==> config.mk <==
export PLATFORM = sky130hd
export DESIGN_NAME = control_sequencer
export DESIGN_NICKNAME = d
export VERILOG_FILES = /design/src/rtl/control_sequencer.sv
export SDC_FILE = /design/constraint.sdc
export NUM_CORES = 1
export LEC_CHECK = 0
export ABC_AREA = 1
export BUFFER_PORTS_ARGS = -buffer_cell sky130_fd_sc_hd__buf_2
export CAP_MARGIN = 20
export CORE_MARGIN = 1
export CORE_UTILIZATION = 44
export DETAILED_ROUTE_END_ITERATION = 7
export HOLD_SLACK_MARGIN = 0.1
export PLACE_DENSITY = 0.77
export SYNTH_ARGS = -nofsm -noshare
export SYNTH_HDL_FRONTEND = slang
export SYNTH_SLANG_ARGS = --single-unit
==> constraint.sdc <==
create_clock -name clk -period 1.3 [get_ports clk]
set_input_delay 0.13 -clock clk [delete_from_list [all_inputs] [get_ports clk]]
set_output_delay 0.13 -clock clk [all_outputs]
set_load 0.02 [all_outputs]
==> src/rtl/control_sequencer.sv <==
// Multi-cycle fetch/decode/execute control unit for the 32-bit bus CPU.
// Strobes are Moore outputs of the state, latched opcode and wait counter.
module control_sequencer #(
    parameter int MEM_WAIT   = 1,
    parameter int MULDIV_EXT = 2
) (
    input  logic        clk,
    input  logic        clear,
    input  logic        stop,
    input  logic [31:0] IR,
    input  logic        CON_FF,
    output logic        run,
    output logic        PCout,
    output logic        MDRout,
    output logic        HIout,
    output logic        LOout,
    output logic        Zhighout,
    output logic        Zlowout,
    output logic        Inportout,
    output logic        Cout,
    output logic        PCin,
    output logic        IRin,
    output logic        MARin,
    output logic        MDRin,
    output logic        Yin,
    output logic        Zin,
    output logic        HIin,
    output logic        LOin,
    output logic        OutPort,
    output logic        CONin,
    output logic        Gra,
    output logic        Grb,
    output logic        Grc,
    output logic        Rin,
    output logic        Rout,
    output logic        BAout,
    output logic        read,
    output logic        write,
    output logic        AND,
    output logic        OR,
    output logic        ADD,
    output logic        SUB,
    output logic        MUL,
    output logic        DIV,
    output logic        SHR,
    output logic        SHL,
    output logic        ROR,
    output logic        ROL,
    output logic        NEG,
    output logic        NOT,
    output logic        IncPC
);

    localparam int B_PCOUT = 38, B_MDROUT = 37, B_HIOUT = 36, B_LOOUT = 35;
    localparam int B_ZHI = 34, B_ZLO = 33, B_INPORT = 32, B_COUT = 31;
    localparam int B_PCIN = 30, B_IRIN = 29, B_MARIN = 28, B_MDRIN = 27;
    localparam int B_YIN = 26, B_ZIN = 25, B_HIIN = 24, B_LOIN = 23;
    localparam int B_OUTP = 22, B_CONIN = 21, B_GRA = 20, B_GRB = 19;
    localparam int B_GRC = 18, B_RIN = 17, B_ROUT = 16, B_BAOUT = 15;
    localparam int B_READ = 14, B_WRITE = 13, B_AND = 12, B_OR = 11;
    localparam int B_ADD = 10, B_SUB = 9, B_MUL = 8, B_DIV = 7;
    localparam int B_SHR = 6, B_SHL = 5, B_ROR = 4, B_ROL = 3;
    localparam int B_NEG = 2, B_NOT = 1, B_INCPC = 0;

    localparam logic [2:0] MEM_CNT = 3'(MEM_WAIT);
    localparam logic [2:0] MD_CNT  = 3'(MULDIV_EXT);

    localparam logic [4:0] OP_LD   = 5'd0,  OP_LDI  = 5'd1,  OP_ST   = 5'd2;
    localparam logic [4:0] OP_ADD  = 5'd3,  OP_SUB  = 5'd4,  OP_AND  = 5'd5;
    localparam logic [4:0] OP_OR   = 5'd6,  OP_SHR  = 5'd7,  OP_SHL  = 5'd8;
    localparam logic [4:0] OP_ROR  = 5'd9,  OP_ROL  = 5'd10, OP_ADDI = 5'd11;
    localparam logic [4:0] OP_ANDI = 5'd12, OP_ORI  = 5'd13, OP_MUL  = 5'd14;
    localparam logic [4:0] OP_DIV  = 5'd15, OP_NEG  = 5'd16, OP_NOT  = 5'd17;
    localparam logic [4:0] OP_BR   = 5'd18, OP_JR   = 5'd19, OP_JAL  = 5'd20;
    localparam logic [4:0] OP_IN   = 5'd21, OP_OUT  = 5'd22, OP_MFHI = 5'd23;
    localparam logic [4:0] OP_MFLO = 5'd24, OP_HALT = 5'd26;

    typedef enum logic [5:0] {
        S_RESET, S_T0, S_T1, S_T2, S_HALT,
        S_ALU_Y, S_ALU_RC, S_ALU_C, S_ALU_UN, S_WB_Z,
        S_MD_Y, S_MD_OP, S_MD_LO, S_MD_HI,
        S_AD_Y, S_AD_Z, S_AD_MAR, S_LD_RD, S_LD_WB, S_ST_MDR, S_ST_WR,
        S_BR_CON, S_BR_Y, S_BR_Z, S_BR_TAKE, S_BR_SKIP,
        S_JAL, S_JR, S_IN, S_OUT, S_MFHI, S_MFLO, S_NOP
    } state_t;

    state_t      state;
    state_t      state_n;
    logic [2:0]  cnt;
    logic [2:0]  cnt_n;
    logic [4:0]  op;
    logic        stop_pend;
    logic        stop_pend_n;
    logic        last;
    logic        is_imm;
    logic        alu_go;
    logic [38:0] s;
    logic        unused_ir;

    assign unused_ir = ^IR[26:0];
    assign is_imm = (op == OP_ADDI) || (op == OP_ANDI) || (op == OP_ORI);

    assign {PCout, MDRout, HIout, LOout, Zhighout, Zlowout, Inportout, Cout,
            PCin, IRin, MARin, MDRin, Yin, Zin, HIin, LOin, OutPort, CONin,
            Gra, Grb, Grc, Rin, Rout, BAout, read, write,
            AND, OR, ADD, SUB, MUL, DIV, SHR, SHL, ROR, ROL, NEG, NOT,
            IncPC} = s;

    assign run = (state != S_RESET) && (state != S_HALT);

    // State, wait counter, latched opcode and pending-stop registers
    always_ff @(posedge clk or negedge clear) begin
        if (!clear) begin
            state     <= S_RESET;
            cnt       <= 3'd0;
            op        <= 5'd0;
            stop_pend <= 1'b0;
        end else begin
            state     <= state_n;
            cnt       <= cnt_n;
            stop_pend <= stop_pend_n;
            if (state == S_T2) op <= IR[31:27];
        end
    end

    // Next-state sequencing; held steps count down before advancing
    always_comb begin
        state_n = state;
        cnt_n   = cnt;
        last    = 1'b0;
        unique case (state)
            S_RESET: state_n = S_T0;
            S_T0: begin
                state_n = S_T1;
                cnt_n   = MEM_CNT;
            end
            S_T1: begin
                if (cnt != 3'd0) cnt_n = cnt - 3'd1;
                else state_n = S_T2;
            end
            S_T2: begin
                case (IR[31:27])
                    OP_LD, OP_LDI, OP_ST: state_n = S_AD_Y;
                    OP_ADD, OP_SUB, OP_AND, OP_OR,
                    OP_SHR, OP_SHL, OP_ROR, OP_ROL,
                    OP_ADDI, OP_ANDI, OP_ORI: state_n = S_ALU_Y;
                    OP_MUL, OP_DIV: state_n = S_MD_Y;
                    OP_NEG, OP_NOT: state_n = S_ALU_UN;
                    OP_BR:   state_n = S_BR_CON;
                    OP_JR:   state_n = S_JR;
                    OP_JAL:  state_n = S_JAL;
                    OP_IN:   state_n = S_IN;
                    OP_OUT:  state_n = S_OUT;
                    OP_MFHI: state_n = S_MFHI;
                    OP_MFLO: state_n = S_MFLO;
                    OP_HALT: state_n = S_HALT;
                    default: state_n = S_NOP;
                endcase
            end
            S_HALT: state_n = S_HALT;
            S_ALU_Y: state_n = is_imm ? S_ALU_C : S_ALU_RC;
            S_ALU_RC, S_ALU_C, S_ALU_UN: state_n = S_WB_Z;
            S_MD_Y: begin
                state_n = S_MD_OP;
                cnt_n   = MD_CNT;
            end
            S_MD_OP: begin
                if (cnt != 3'd0) cnt_n = cnt - 3'd1;
                else state_n = S_MD_LO;
            end
            S_MD_LO: state_n = S_MD_HI;
            S_AD_Y: state_n = S_AD_Z;
            S_AD_Z: state_n = (op == OP_LDI) ? S_WB_Z : S_AD_MAR;
            S_AD_MAR: begin
                if (op == OP_LD) begin
                    state_n = S_LD_RD;
                    cnt_n   = MEM_CNT;
                end else begin
                    state_n = S_ST_MDR;
                end
            end
            S_LD_RD: begin
                if (cnt != 3'd0) cnt_n = cnt - 3'd1;
                else state_n = S_LD_WB;
            end
            S_ST_MDR: begin
                state_n = S_ST_WR;
                cnt_n   = MEM_CNT;
            end
            S_ST_WR: begin
                if (cnt != 3'd0) cnt_n = cnt - 3'd1;
                else last = 1'b1;
            end
            S_BR_CON: state_n = S_BR_Y;
            S_BR_Y:   state_n = S_BR_Z;
            S_BR_Z:   state_n = CON_FF ? S_BR_TAKE : S_BR_SKIP;
            S_JAL:    state_n = S_JR;
            S_WB_Z, S_MD_HI, S_LD_WB, S_BR_TAKE, S_BR_SKIP,
            S_JR, S_IN, S_OUT, S_MFHI, S_MFLO, S_NOP: last = 1'b1;
            default: state_n = S_RESET;
        endcase
        if (last) state_n = (stop || stop_pend) ? S_HALT : S_T0;
    end

    // A stop seen at any edge of an instruction is held until it retires
    always_comb begin
        stop_pend_n = stop_pend | stop;
        if (state == S_RESET || state == S_HALT || last) stop_pend_n = 1'b0;
    end

    // Strobe decode from the current step and latched opcode
    always_comb begin
        s      = '0;
        alu_go = 1'b0;
        unique case (state)
            S_T0: begin
                s[B_PCOUT] = 1'b1; s[B_MARIN] = 1'b1;
                s[B_INCPC] = 1'b1; s[B_ZIN]   = 1'b1;
            end
            S_T1: begin
                s[B_ZLO]  = 1'b1; s[B_PCIN]  = 1'b1;
                s[B_READ] = 1'b1; s[B_MDRIN] = 1'b1;
            end
            S_T2: begin
                s[B_MDROUT] = 1'b1; s[B_IRIN] = 1'b1;
            end
            S_ALU_Y: begin
                s[B_GRB] = 1'b1; s[B_ROUT] = 1'b1; s[B_YIN] = 1'b1;
            end
            S_ALU_RC: begin
                s[B_GRC] = 1'b1; s[B_ROUT] = 1'b1; s[B_ZIN] = 1'b1;
                alu_go = 1'b1;
            end
            S_ALU_C: begin
                s[B_COUT] = 1'b1; s[B_ZIN] = 1'b1;
                alu_go = 1'b1;
            end
            S_ALU_UN, S_MD_OP: begin
                s[B_GRB] = 1'b1; s[B_ROUT] = 1'b1; s[B_ZIN] = 1'b1;
                alu_go = 1'b1;
            end
            S_WB_Z: begin
                s[B_ZLO] = 1'b1; s[B_GRA] = 1'b1; s[B_RIN] = 1'b1;
            end
            S_MD_Y: begin
                s[B_GRA] = 1'b1; s[B_ROUT] = 1'b1; s[B_YIN] = 1'b1;
            end
            S_MD_LO: begin
                s[B_ZLO] = 1'b1; s[B_LOIN] = 1'b1;
            end
            S_MD_HI: begin
                s[B_ZHI] = 1'b1; s[B_HIIN] = 1'b1;
            end
            S_AD_Y: begin
                s[B_GRB] = 1'b1; s[B_BAOUT] = 1'b1; s[B_YIN] = 1'b1;
            end
            S_AD_Z, S_BR_Z: begin
                s[B_COUT] = 1'b1; s[B_ADD] = 1'b1; s[B_ZIN] = 1'b1;
            end
            S_AD_MAR: begin
                s[B_ZLO] = 1'b1; s[B_MARIN] = 1'b1;
            end
            S_LD_RD: begin
                s[B_READ] = 1'b1; s[B_MDRIN] = 1'b1;
            end
            S_LD_WB: begin
                s[B_MDROUT] = 1'b1; s[B_GRA] = 1'b1; s[B_RIN] = 1'b1;
            end
            S_ST_MDR: begin
                s[B_GRA] = 1'b1; s[B_ROUT] = 1'b1; s[B_MDRIN] = 1'b1;
            end
            S_ST_WR: s[B_WRITE] = 1'b1;
            S_BR_CON: begin
                s[B_GRA] = 1'b1; s[B_ROUT] = 1'b1; s[B_CONIN] = 1'b1;
            end
            S_BR_Y: begin
                s[B_PCOUT] = 1'b1; s[B_YIN] = 1'b1;
            end
            S_BR_TAKE: begin
                s[B_ZLO] = 1'b1; s[B_PCIN] = 1'b1;
            end
            S_JAL: begin
                s[B_PCOUT] = 1'b1; s[B_GRB] = 1'b1; s[B_RIN] = 1'b1;
            end
            S_JR: begin
                s[B_GRA] = 1'b1; s[B_ROUT] = 1'b1; s[B_PCIN] = 1'b1;
            end
            S_IN: begin
                s[B_INPORT] = 1'b1; s[B_GRA] = 1'b1; s[B_RIN] = 1'b1;
            end
            S_OUT: begin
                s[B_GRA] = 1'b1; s[B_ROUT] = 1'b1; s[B_OUTP] = 1'b1;
            end
            S_MFHI: begin
                s[B_HIOUT] = 1'b1; s[B_GRA] = 1'b1; s[B_RIN] = 1'b1;
            end
            S_MFLO: begin
                s[B_LOOUT] = 1'b1; s[B_GRA] = 1'b1; s[B_RIN] = 1'b1;
            end
            default: ;
        endcase
        if (alu_go) begin
            case (op)
                OP_ADD, OP_ADDI: s[B_ADD] = 1'b1;
                OP_AND, OP_ANDI: s[B_AND] = 1'b1;
                OP_OR, OP_ORI:   s[B_OR]  = 1'b1;
                OP_SUB: s[B_SUB] = 1'b1;
                OP_SHR: s[B_SHR] = 1'b1;
                OP_SHL: s[B_SHL] = 1'b1;
                OP_ROR: s[B_ROR] = 1'b1;
                OP_ROL: s[B_ROL] = 1'b1;
                OP_MUL: s[B_MUL] = 1'b1;
                OP_DIV: s[B_DIV] = 1'b1;
                OP_NEG: s[B_NEG] = 1'b1;
                OP_NOT: s[B_NOT] = 1'b1;
                default: ;
            endcase
        end
    end

endmodule

==> results of run 1 <==
-- metrics by stage --
stage               utilization [%]  hold slack, ns  setup WS, ns  instance area [sq um]
detailed placement             76.9          0.0606        -0.441                   2900
global placement               76.9          0.0584        -0.384                   2900
floorplan                         -          -0.166        -0.273                   2040
-- cell families after synthesis --
kind of cell / Yosys count / share of synthesized area (%)
AO/OA/AOI/OAI: 23 / 6.97
XOR/XNOR: 1 / 0.488
adder cells (fa/ha/maj): 5 / 3.49
buffers and inverters: 53 / 12.1
flip-flops: 15 / 20.9
AND/OR/NAND/NOR: 203 / 56.1
==> impl_metrics.env, run 1 <==
export IMPL_die_h_um=65.9
export IMPL_ys_async_sr_fraction_pct=100
export IMPL_pin_count=76
export IMPL_post_cts_buffers=33
export IMPL_cts_buffers=3
export IMPL_cts_resized=142
export IMPL_ys_types=27
export IMPL_clockBufferDepth=2
export IMPL_portBuffers=48
export IMPL_ys_flop_type="dfrtp_1"
export IMPL_die_w_um=65.9
export IMPL_cts_num_sinks=15
export IMPL_start_util_pct=47.6
export IMPL_routabilityCongestion=0.919
export IMPL_synth_edf_count=0
export IMPL_synth_seq_area_share_pct=20.9
export IMPL_cts_root_buf="clkbuf_8"
export IMPL_yosys_warnings=0
export IMPL_synth_top_area_share_pct=20.9
export IMPL_hold_buffers=1
export IMPL_tool_error="[ERROR DPL-0038] Utilization greater than 100%, impossible to legalize"
export IMPL_rows=22
export IMPL_ys_ff_latch=15
export IMPL_netlist_top_cells_area="dfrtp_1 (21%), nand2_1 (16%), nand3_1 (12%), inv_1 (7.9%), nor2_1 (7.7%)"
export IMPL_synth_most_common_cell="nand2_1"
export IMPL_synth_area_sq_mm=0.00179
export IMPL_synth_commonest_cells="nand2_1 (78), nand3_1 (42), inv_1 (38)"
export IMPL_syn_avg_cell_area_sq_um=5.98
export IMPL_dp_hpwl_um=4970
export IMPL_outcome="stopped before the end"
export IMPL_synth_largest_area_cell="dfrtp_1"
export IMPL_htreeDepth=1
export IMPL_placed_cells=468
export IMPL_synth_nets=341
export IMPL_flow_stopped_at="4_1_cts"
export IMPL_synthCells=300
==> run 2, diff against run 1 <==
--- a/config.mk
+++ b/config.mk
@@ -9,10 +9,9 @@
 export BUFFER_PORTS_ARGS = -buffer_cell sky130_fd_sc_hd__buf_2
 export CAP_MARGIN = 20
 export CORE_MARGIN = 1
-export CORE_UTILIZATION = 44
+export CORE_UTILIZATION = 35
 export DETAILED_ROUTE_END_ITERATION = 7
-export HOLD_SLACK_MARGIN = 0.1
-export PLACE_DENSITY = 0.77
+export PLACE_DENSITY_LB_ADDON = 0.15
 export SYNTH_ARGS = -nofsm -noshare
 export SYNTH_HDL_FRONTEND = slang
 export SYNTH_SLANG_ARGS = --single-unit
==> constraint.sdc (replaced) <==
create_clock -name clk -period 1.7 [get_ports clk]
set_input_delay 0.17 -clock clk [delete_from_list [all_inputs] [get_ports clk]]
set_output_delay 0.17 -clock clk [all_outputs]
set_load 0.02 [all_outputs]
==> impl_metrics.env, run 2 <==
export IMPL_whs_ns=0.259
export IMPL_clkTransAtPathRegs_ns=0.07
export IMPL_start_kind="register"
export IMPL_n_fill_cell=394
export IMPL_insertion_delay_ns=0.25
export IMPL_synth_seq_area_share_pct=20.9
export IMPL_cell_internal_pwr_w=0.00258
export IMPL_cp_data_arrival_time_ns=1.79
export IMPL_start_util_pct=37.2
export IMPL_powerDensity_mw_per_mm2=1680
export IMPL_top_layer_used="met4"
export IMPL_slew_headroom_pct=71.4
export IMPL_routed_wl_met2_um=3620
export IMPL_switching_share_pct=53.4
export IMPL_wl_per_cell_um=15.3
export IMPL_synth_commonest_cells="nand2_1 (78), nand3_1 (42), inv_1 (38)"
export IMPL_regArea_sq_um=380
export IMPL_met1_length_um=3000
export IMPL_post_route_period_util_pct=116
export IMPL_worstMarginPinSlew_ns=0.427
export IMPL_drc=0
export IMPL_synth_most_common_cell="nand2_1"
export IMPL_mostFrequentLayoutCells="nand2_1 (64), buf_4 (52), buf_6 (42)"
export IMPL_drv_slew=0
export IMPL_netlist_top_cells_area="dfrtp_1 (21%), nand2_1 (16%), nand3_1 (12%), inv_1 (7.9%), nor2_1 (7.7%)"
export IMPL_p_leak_nw=1.80
export IMPL_finClkSkew_ns=0.00220
export IMPL_die_h_um=73.6
export IMPL_post_place_ws_ns=-0.296
export IMPL_die_area_sq_mm=0.00542
export IMPL_ir_drop_mv=0.851
export IMPL_multiInputGateArea_sq_mm=0.00158
export IMPL_crit_required_ns=1.53
export IMPL_ant_nets=0
export IMPL_hold_class="primary input to register"
export IMPL_layout_drive_gt1_share_pct=52.7
export IMPL_grt_usage_pct=25.4
export IMPL_dr_wl_met3_um=442
export IMPL_power_frac_seq_pct=13.4
export IMPL_min_period_ns=1.96
export IMPL_power_share_clock_pct=5.5
export IMPL_grt_ovfl_total=0
export IMPL_tritoncts="built"
export IMPL_nets=456
export IMPL_core_area_sq_mm=0.00482
export IMPL_instances_no_fill=481
export IMPL_drt_iter0_drc=316
export IMPL_ys_ff_latch=15
export IMPL_layout_commonest_cell="nand2_1"
export IMPL_critPathMaxFanout=7
export IMPL_synthCells=300
export IMPL_ys_types=27
export IMPL_vias=2513
export IMPL_maxCapViolations=0
export IMPL_cts_num_sinks=15
export IMPL_outcome="finished with violations"
export IMPL_synth_largest_area_cell="dfrtp_1"
export IMPL_antenna_cells=0
export IMPL_cts_buffers=3
export IMPL_viasPerCell=5.22
export IMPL_finalPower_w=0.00553
export IMPL_reg_top3="state x6, op x5, cnt x3"
export IMPL_endpoint_kind="primary output"
export IMPL_p_switching_w=0.00295
export IMPL_rsz0062_at_grt="true"
export IMPL_placed_cells=447
export IMPL_max_freq_mhz=509
export IMPL_setup_ws_ns=-0.264
export IMPL_violations="negative setup slack"
export IMPL_grt_max_degree=16
export IMPL_largest_reg_flops=6
export IMPL_grt_pass1_wl_um=10700
export IMPL_rows=25
export IMPL_die_w_um=73.6
export IMPL_criticalPathCategory="register to primary output"
export IMPL_syn_avg_cell_area_sq_um=5.98
export IMPL_synth_nets=341
export IMPL_cts_root_buf="clkbuf_8"
export IMPL_portBuffers=48
export IMPL_wirelength_um=7370
export IMPL_clockBufferDepth=2
export IMPL_synth_area_sq_mm=0.00179
export IMPL_yosys_warnings=0
export IMPL_hold_violations=0
export IMPL_synth_edf_count=0
export IMPL_pin_count=76
export IMPL_ys_async_sr_fraction_pct=100
export IMPL_dp_hpwl_um=4610
export IMPL_syn_to_final_growth_pct=83.1
export IMPL_firstDrtPassIters=4
export IMPL_setup_violations_final=44
export IMPL_ys_flop_type="dfrtp_1"
export IMPL_routabilityCongestion=0.877
export IMPL_power_frac_comb_pct=81.1
export IMPL_antenna_found_initial=0
export IMPL_top_register="state"
export IMPL_synth_top_area_share_pct=20.9
export IMPL_grt_pass1_vias=2351
export IMPL_htreeDepth=1
## run 2: cell counts after synthesis
No cell type changed its count.
## run 2: final cells by class
type / instances / area share (%)
flip-flops and latches: 15 / 11.6
inverters: 48 / 5.94
clock buffers: 3 / 1.26
multi-input cells: 233 / 48.0
clock inverters: 1 / 0.229
well taps: 67 / 2.55
repair buffers: 114 / 30.4
## run 2: per-layer routing
metal  up-vias  track usage [%]
met5         -                0
met4         0             11.5
met3        34             3.43
met2       119             43.7
met1      1161             31.5
li1       1199                -
## run 2: critical path: stages, from the launching register on
cell and delay [ns]:
dfrtp_1 0.40, buf_6 0.14, nor2_4 0.27, buf_12 0.17, nand3_1 0.10, buf_4 0.16, nand2_1 0.07, nor2_1 0.06
nand3_2 0.07, buf_6 0.12
## run 2: kinds of logic (layout without fill, tap and decap cells)
| kind of cell | Yosys count | in the layout | synth area share [%] |
|---|---|---|---|
| AOI/OAI and AO/OA | 23 | 23 | 6.97 |
| buffers and inverters | 53 | 166 | 12.1 |
| and+or+nand+nor | 203 | 204 | 56.1 |
| adders and majority gates | 5 | 5 | 3.49 |
| xor gates and xnor gates | 1 | 1 | 0.488 |
| DFF | 15 | 15 | 20.9 |
## run 2: through the flow
| stage | utilization (%) | cell area (sq um) | setup TNS, ns |
|---|---|---|---|
| floorplan | - | 1810 | -1.22 |
| global placement | 49.3 | 2380 | -2.96 |
| detailed placement | 49.3 | 2380 | -3.53 |
| CTS | 63.2 | 3040 | -4.21 |
| global route | 68.2 | 3280 | -8.36 |
| finish | 68.2 | 3280 | -5.65 |
## run 2: timing repair
item / CTS / global route
setup endpoints to repair: 44 / 46
gates resized for setup: 107 / 63
hold buffers: 1 / 0
hold endpoints to repair: 15 / 0
setup buffers: 18 / 10
pin swaps: 11 / 13
gates cloned: 3 / 0
## run 2: final timing paths
path	to	startpoint	cells after the start	slack [ns]
hold reg to reg	cnt[1]	cnt[1]	2	0.48
min in group asynchronous	op[0]	clear	2	0.36
setup reg to reg	state[0]	state[0]	13	-0.16
setup / recovery	Zlowout	state[5]	9	-0.26
hold / removal	stop_pend	stop	3	0.26
max in group asynchronous	state[1]	clear	2	1.06
## run 2: power by group through the flow
| stage | Sequential, W | Combinational [W] | Clock (W) |
|---|---|---|---|
| 2_1_floorplan | 0.000705 | 0.00198 | 0 |
| 3_3_place_gp | 0.000712 | 0.00296 | 0 |
| 3_5_place_dp | 0.000716 | 0.00299 | 0 |
| 4_1_cts | 0.000719 | 0.00405 | 0.000310 |
| 5_1_grt | 0.000764 | 0.00482 | 0.000323 |
| 6_report | 0.000742 | 0.00449 | 0.000302 |
No activity file was read; power rests on OpenSTA's default activity.
